[config.mk]
export PLATFORM = sky130hd
export DESIGN_NAME = reg_file_param
export DESIGN_NICKNAME = d
export VERILOG_FILES = /design/src/rtl/reg_file_param.sv
export SDC_FILE = /design/constraint.sdc
export NUM_CORES = 2
export LEC_CHECK = 0
export ABC_AREA = 0
export ABC_CLOCK_PERIOD_IN_PS = 2760
export CORE_MARGIN = 4
export CORE_UTILIZATION = 59
export CTS_CLUSTER_DIAMETER = 30
export DETAILED_ROUTE_END_ITERATION = 7
export DONT_BUFFER_PORTS = 1
export PLACE_DENSITY_LB_ADDON = 0.3
export SYNTH_ARGS = -nofsm -noshare
export SYNTH_HDL_FRONTEND = slang
export SYNTH_SLANG_ARGS = --single-unit
[constraint.sdc]
create_clock -name clk -period 2.76 [get_ports clk]
set_input_delay 0.276 -clock clk [delete_from_list [all_inputs] [get_ports clk]]
set_output_delay 0.276 -clock clk [all_outputs]
set_load 0.005 [all_outputs]
[src/rtl/reg_file_param.sv]
// Parametrised register file with byte-maskable write, optional zero register and
// write-to-read bypass, plus a per-register pending-write scoreboard for hazard stalls.
module reg_file_param #(
    parameter int unsigned DATA_W   = 32,
    parameter int unsigned ADDR_W   = 5,
    parameter bit          ZERO_REG = 1'b1,
    parameter bit          BYPASS   = 1'b1
) (
    input  logic                  clk,
    input  logic                  rst_n,
    input  logic                  reg_write,
    input  logic [ADDR_W-1:0]     write_reg,
    input  logic [DATA_W-1:0]     write_data,
    input  logic [DATA_W/8-1:0]   write_be,
    input  logic [ADDR_W-1:0]     read_reg1,
    input  logic [ADDR_W-1:0]     read_reg2,
    output logic [DATA_W-1:0]     read_data1,
    output logic [DATA_W-1:0]     read_data2,
    input  logic                  pend_set,
    input  logic [ADDR_W-1:0]     pend_reg,
    input  logic                  flush,
    output logic                  busy1,
    output logic                  busy2
);

    localparam int unsigned DEPTH  = 32'(1) << ADDR_W;
    localparam int unsigned NBYTES = DATA_W / 8;

    logic [DATA_W-1:0] rf_q [DEPTH];
    logic [DATA_W-1:0] rf_d [DEPTH];
    logic [DEPTH-1:0]  pend_q;
    logic [DEPTH-1:0]  pend_d;

    logic              wr_eff;
    logic [DATA_W-1:0] wr_merged;
    logic              hit1;
    logic              hit2;

    // Write qualification and byte merge against the currently stored word.
    always_comb begin : write_merge
        wr_eff    = reg_write && !(ZERO_REG && (write_reg == '0));
        wr_merged = rf_q[write_reg];
        for (int unsigned i = 0; i < NBYTES; i++) begin
            if (write_be[i]) begin
                wr_merged[8*i +: 8] = write_data[8*i +: 8];
            end
        end
    end

    // Later assignments take priority: flush > pend_set > commit > hold.
    always_comb begin : next_state
        for (int unsigned i = 0; i < DEPTH; i++) begin
            rf_d[i] = rf_q[i];
        end
        pend_d = pend_q;
        if (wr_eff) begin
            rf_d[write_reg]   = wr_merged;
            pend_d[write_reg] = 1'b0;
        end
        if (pend_set && !(ZERO_REG && (pend_reg == '0))) begin
            pend_d[pend_reg] = 1'b1;
        end
        if (flush) begin
            pend_d = '0;
        end
    end

    always_ff @(posedge clk or negedge rst_n) begin : state_reg
        if (!rst_n) begin
            for (int unsigned i = 0; i < DEPTH; i++) begin
                rf_q[i] <= '0;
            end
            pend_q <= '0;
        end else begin
            for (int unsigned i = 0; i < DEPTH; i++) begin
                rf_q[i] <= rf_d[i];
            end
            pend_q <= pend_d;
        end
    end

    // Read ports; reset forces zero even if a write is being presented.
    always_comb begin : read_ports
        hit1       = BYPASS && wr_eff && (write_reg == read_reg1);
        hit2       = BYPASS && wr_eff && (write_reg == read_reg2);
        read_data1 = hit1 ? wr_merged : rf_q[read_reg1];
        read_data2 = hit2 ? wr_merged : rf_q[read_reg2];
        busy1      = pend_q[read_reg1] && !hit1;
        busy2      = pend_q[read_reg2] && !hit2;
        if (ZERO_REG && (read_reg1 == '0)) begin
            read_data1 = '0;
            busy1      = 1'b0;
        end
        if (ZERO_REG && (read_reg2 == '0)) begin
            read_data2 = '0;
            busy2      = 1'b0;
        end
        if (!rst_n) begin
            read_data1 = '0;
            read_data2 = '0;
            busy1      = 1'b0;
            busy2      = 1'b0;
        end
    end

endmodule

==> results.txt <==
----------------------------------------------------
[Power]
  Max VDD drop ... 0.563 mV
  Leakage power ... approximately 33 nW
  Comb pwr share ... 0.193
  Sequential Power Share ... 0.351
  Part of the power in the clock network ... 0.455
  Switching Fraction ... 0.293
  Internal cell power ... 0.0430 W
  Switching component of the power ... 0.0178 W
  Ratio of total power to cell area ... 785 mW/mm^2

[CTS]
  Root buffer cell ... clkbuf_16
  Worst skew pair latency ... between 800 and 900 ps
  Clk buf depth ... 3
  Register clock-pin slew on the reported worst setup and hold paths ... 50 ps
  Clock tree from TritonCTS ... built
  CTS Buf Count ... approximately 220
  Clk sink count ... 1056
  Deepest level of the CTS H-tree ... 4

[Place]
  Dpl ws ... -517 ps
  Post-DP HPWL ... 129 mm
  Placed Cells ... 6576
  Port-buffer cells ... 0
  Weighted congestion at the end of routability-driven global placement ... approximately 0.93

[Logic synthesis]
  Post-Syn Nets ... 5595
  Leading register cell type out of synthesis ... dfrtp_1
  Number of flops mapped to enable cells by yosys ... 0
  Post-synthesis async set-or-reset flop share ... 1.00
  Proportion of synthesized chip area in sequential cells ... 0.411
  Warnings from Yosys ... 0
  Netlist cell types ... 75
  Post-Synthesis Cell Area ... 0.0643 sq mm
  Number of synthesized register bits ... between 1k and 1.5k
  Synthesized netlist cell count ... 5534
  Post-Synthesis Mean Instance Area ... between 10 and 15 sq um

[Finish]
  Final-layout fill cell count ... 6613
  Layout Cells excl Fill ... 7196
  Area growth syn-to-layout ... 20.6%
  Final nets ... 5648
  Share of final-layout standard cells stronger than drive strength 1 ... 0.353

[Worst setup path]
  Critical path cell sequence ... clkinvlp_4 -> buf_6 -> a2111oi_4 -> buf_4 -> buf_6 -> a211o_4 -> buf_12 -> a211o_1 -> o211ai_1 -> buf_4
  Critical Path Sink Type ... output pin
  Crit Reg-Reg Startpoint ... rf_q[365]
  Logic depth of the worst path, buffers included ... 10
  Crit path buf inv count ... 6
  Startpoint class of the critical path ... primary input
  WP data required ... around 2500 ps
  Critical path type ... primary input to output pin
  Depth of the most critical reg-to-reg path ... 8
  Arrival @ worst endpoint ... 4580 ps
  Slowest stage cell, crit path ... clkinvlp_4
  Cell family with most CP delay ... buffers and inverters
  Worst R2R Setup Slack ... 90 ps
  Max Fanout on Critical Path ... approximately 410
  Peak per-stage delay on the critical path ... 870 ps
  Endpoint of the worst register-to-register path ... rf_q[493]

[Floorplan]
  I/O pins ... 127
  Core Footprint ... roughly 0.11 sq mm
  Number of placement rows ... 120
  DIE AREA ... 0.114 sq mm
  Height of the die ... 338 um
  Die outline width ... around 340 um
  Initial Utilization ... 0.597

[Outcome]
  Result of the run ... complete, but fails checks
  Violations in the final reports ... slew limit, setup timing

[Timing]
  Setup slack of the critical path after layout ... -2090 ps
  Top achievable clock speed ... 206 MHz
  Largest clock skew in the final design ... 42.3 ps
  Unrepaired setup endpoints after global routing ... true
  Final critical-path share of the clock period ... 1.76
  Worst slew margin ... -1.35
  Setup-violating endpoint count in the final report ... 1076
  Count of endpoints failing hold in the final timing report ... 0
  Pins over their slew limit ... 288
  Transition time at the pin with the least slew margin ... 3520 ps
  Min cycle time layout ... 4850 ps

[Routing]
  Antenna-violating nets left ... 0
  Average wire per standard cell ... 33.9 um
  Count of unresolved DRC violations after routing ... 0
  Via total after detailed routing ... 54.9k
  First-pass iteration count of the detailed router ... 7
  DR iter-0 viols ... 8645
  Post-DR vias/cell ... 7.63
  Final WL ... 244 mm

[GRT]
  Overall global routing resource usage ... 0.421
  Maximum number of pins on one net before global-route repair ... 1062
  Total overflow reported by the global router ... 0
  Number of antenna violations at the first check in global routing ... 10
  Wire length of the first global-routing pass ... 354 mm
  Via count of the first global-routing pass ... 54.4k

[Min path]
  Hold-critical path endpoint ... rf_q[812]
  Count of cells along the worst hold path ... 3
  Type of the most critical hold path ... primary input to flip-flop
  Startpoint of the tightest hold check path ... write_data[12]

[Job]
  Maximum capacitance violations ... 0

----------------------------------------------------
worst max path at each step:
stage | startpoint | to
2_1_floorplan | write_reg[0] | read_data2[13]
3_3_place_gp | write_reg[1] | read_data1[21]
3_5_place_dp | write_reg[1] | read_data1[21]
4_1_cts | rf_q[301] | read_data2[13]
5_1_grt | rf_q[301] | read_data2[13]
6_report | write_reg[1] | read_data1[26]
cells in the final DEF (no fill, tap or decap), types with 17 or more instances in the layout:
| cell type | synthesis | final |
|---|---|---|
| dfrtp_1 | 1056 | 1056 |
| nand2_1 | 834 | 801 |
| o21ai_0 | 743 | 738 |
| mux4_2 | 653 | 653 |
| mux2i_1 | 417 | 413 |
| buf_4 | 27 | 329 |
| mux2_2 | 296 | 292 |
| clkbuf_16 | 0 | 222 |
| nor2_1 | 133 | 128 |
| a22oi_1 | 119 | 87 |
| nor2b_1 | 86 | 76 |
| o22ai_1 | 58 | 57 |
| a211oi_2 | 0 | 57 |
| buf_12 | 1 | 52 |
| a211oi_1 | 108 | 42 |
| a21oi_1 | 49 | 38 |
| inv_6 | 0 | 33 |
| a221o_1 | 35 | 32 |
| a22oi_2 | 0 | 32 |
| dlygate4sd3_1 | 0 | 32 |
| o31ai_1 | 31 | 31 |
| bufinv_16 | 0 | 31 |
| buf_6 | 11 | 29 |
| nand3_1 | 32 | 28 |
| clkinv_2 | 0 | 28 |
| clkinv_4 | 0 | 27 |
| o211ai_1 | 25 | 25 |
| clkinvlp_4 | 0 | 22 |
| nand2_2 | 0 | 22 |
| clkbuf_8 | 0 | 21 |
| nor3_1 | 22 | 17 |
| clkbuf_1 | 425 | 17 |
worst register-to-register path: stages (launching register included):
cell	delay, ps
dfrtp_1	390
mux4_2	470
a22o_1	250
or4_4	420
buf_4	150
buf_4	120
o31ai_2	190
buf_4	330
o21ai_0	160
power by group through the flow:
stage               Sequential [W]  Clock, W  Combinational (W)
floorplan                   0.0204         0            0.00838
global placement            0.0211         0            0.00934
detailed placement          0.0214         0            0.00966
CTS                         0.0211    0.0277             0.0106
global route                0.0216    0.0286             0.0125
finish                      0.0214    0.0277             0.0118
final cells by class:
type,count,area (sq um),share of cell area
Inverter,12,48.8,0.000629
Clock buffer,254,5760,0.0743
Tap cell,1403,1760,0.0226
Multi-Input combinational cell,3840,36800,0.475
Sequential cell,1056,26400,0.341
Timing Repair Buffer,461,4630,0.0597
Antenna cell,14,35.0,0.000452
Clock inverter,156,2060,0.0266
metrics by stage:
step | util | area [sq um] | total power [W] | hold WS (ps) | TNS (ps)
after detailed placement | 0.615 | 66200 | 0.0310 | 118 | -940
after global placement | 0.615 | 66200 | 0.0304 | 108 | -866
after floorplan | - | 64300 | 0.0287 | -19.6 | 0
final | 0.720 | 77500 | 0.0609 | 44.7 | -902160
after global routing | 0.720 | 77500 | 0.0627 | 51.9 | -28390
after CTS | 0.706 | 76000 | 0.0594 | -723 | -9770
cell usage after synthesis (8+ instances only):
master / instances / area [sq um]
mux2i_1: 417 / 4170
mux2_2: 296 / 3330
mux4_2: 653 / 14700
clkbuf_1: 425 / 1600
nand2_1: 834 / 3130
a211oi_1: 108 / 811
nor2_1: 133 / 499
buf_4: 27 / 203
a22oi_1: 119 / 893
and2_1: 8 / 50.1
dfrtp_1: 1056 / 26400
buf_2: 104 / 521
and3_1: 10 / 62.6
nand2b_1: 10 / 62.6
o21ai_0: 743 / 3720
o31ai_1: 31 / 233
nand3_1: 32 / 160
o221ai_1: 14 / 123
inv_1: 12 / 45.0
buf_1: 55 / 206
o22ai_1: 58 / 363
a221o_1: 35 / 350
nor3_1: 22 / 110
nor2b_1: 86 / 538
buf_6: 11 / 124
a32oi_1: 8 / 70.1
a21oi_1: 49 / 245
nor4_1: 12 / 75.1
a41o_1: 16 / 160
o211ai_1: 25 / 188
a41oi_1: 14 / 123
cells by family after synthesis:
family          count (synthesis)  synth area share
mux                          1366             0.346
simple gates                 1189            0.0785
buf+inv                       638            0.0426
flops                        1056             0.411
compound gates               1275             0.121
xor+xnor                       10           0.00136
per-layer routing:
layer  up-vias  global-route usage  share of wire
li1      21200                   -              -
met1     27200               0.531           0.33
met2      5135               0.596           0.43
met3      1369               0.155           0.16
met4         8               0.317          0.090
met5         -                   0        0.00024
repair_timing:
| item | 4_1_cts | 5_1_grt |
|---|---|---|
| gates resized for setup | 181 | 114 |
| endpoints found under the setup margin | 63 | 96 |
| endpoints found under the hold margin | 1175 | 367 |
| cloned | 0 | 6 |
| hold buffers | 26 | 12 |
| pin swaps | 129 | 50 |
| setup buffers | 111 | 44 |
flip-flops by register name (all words and copies together), names as in the netlist:
name    count
pend_q     32
rf_q     1024
(Power assumes the default switching activity.)
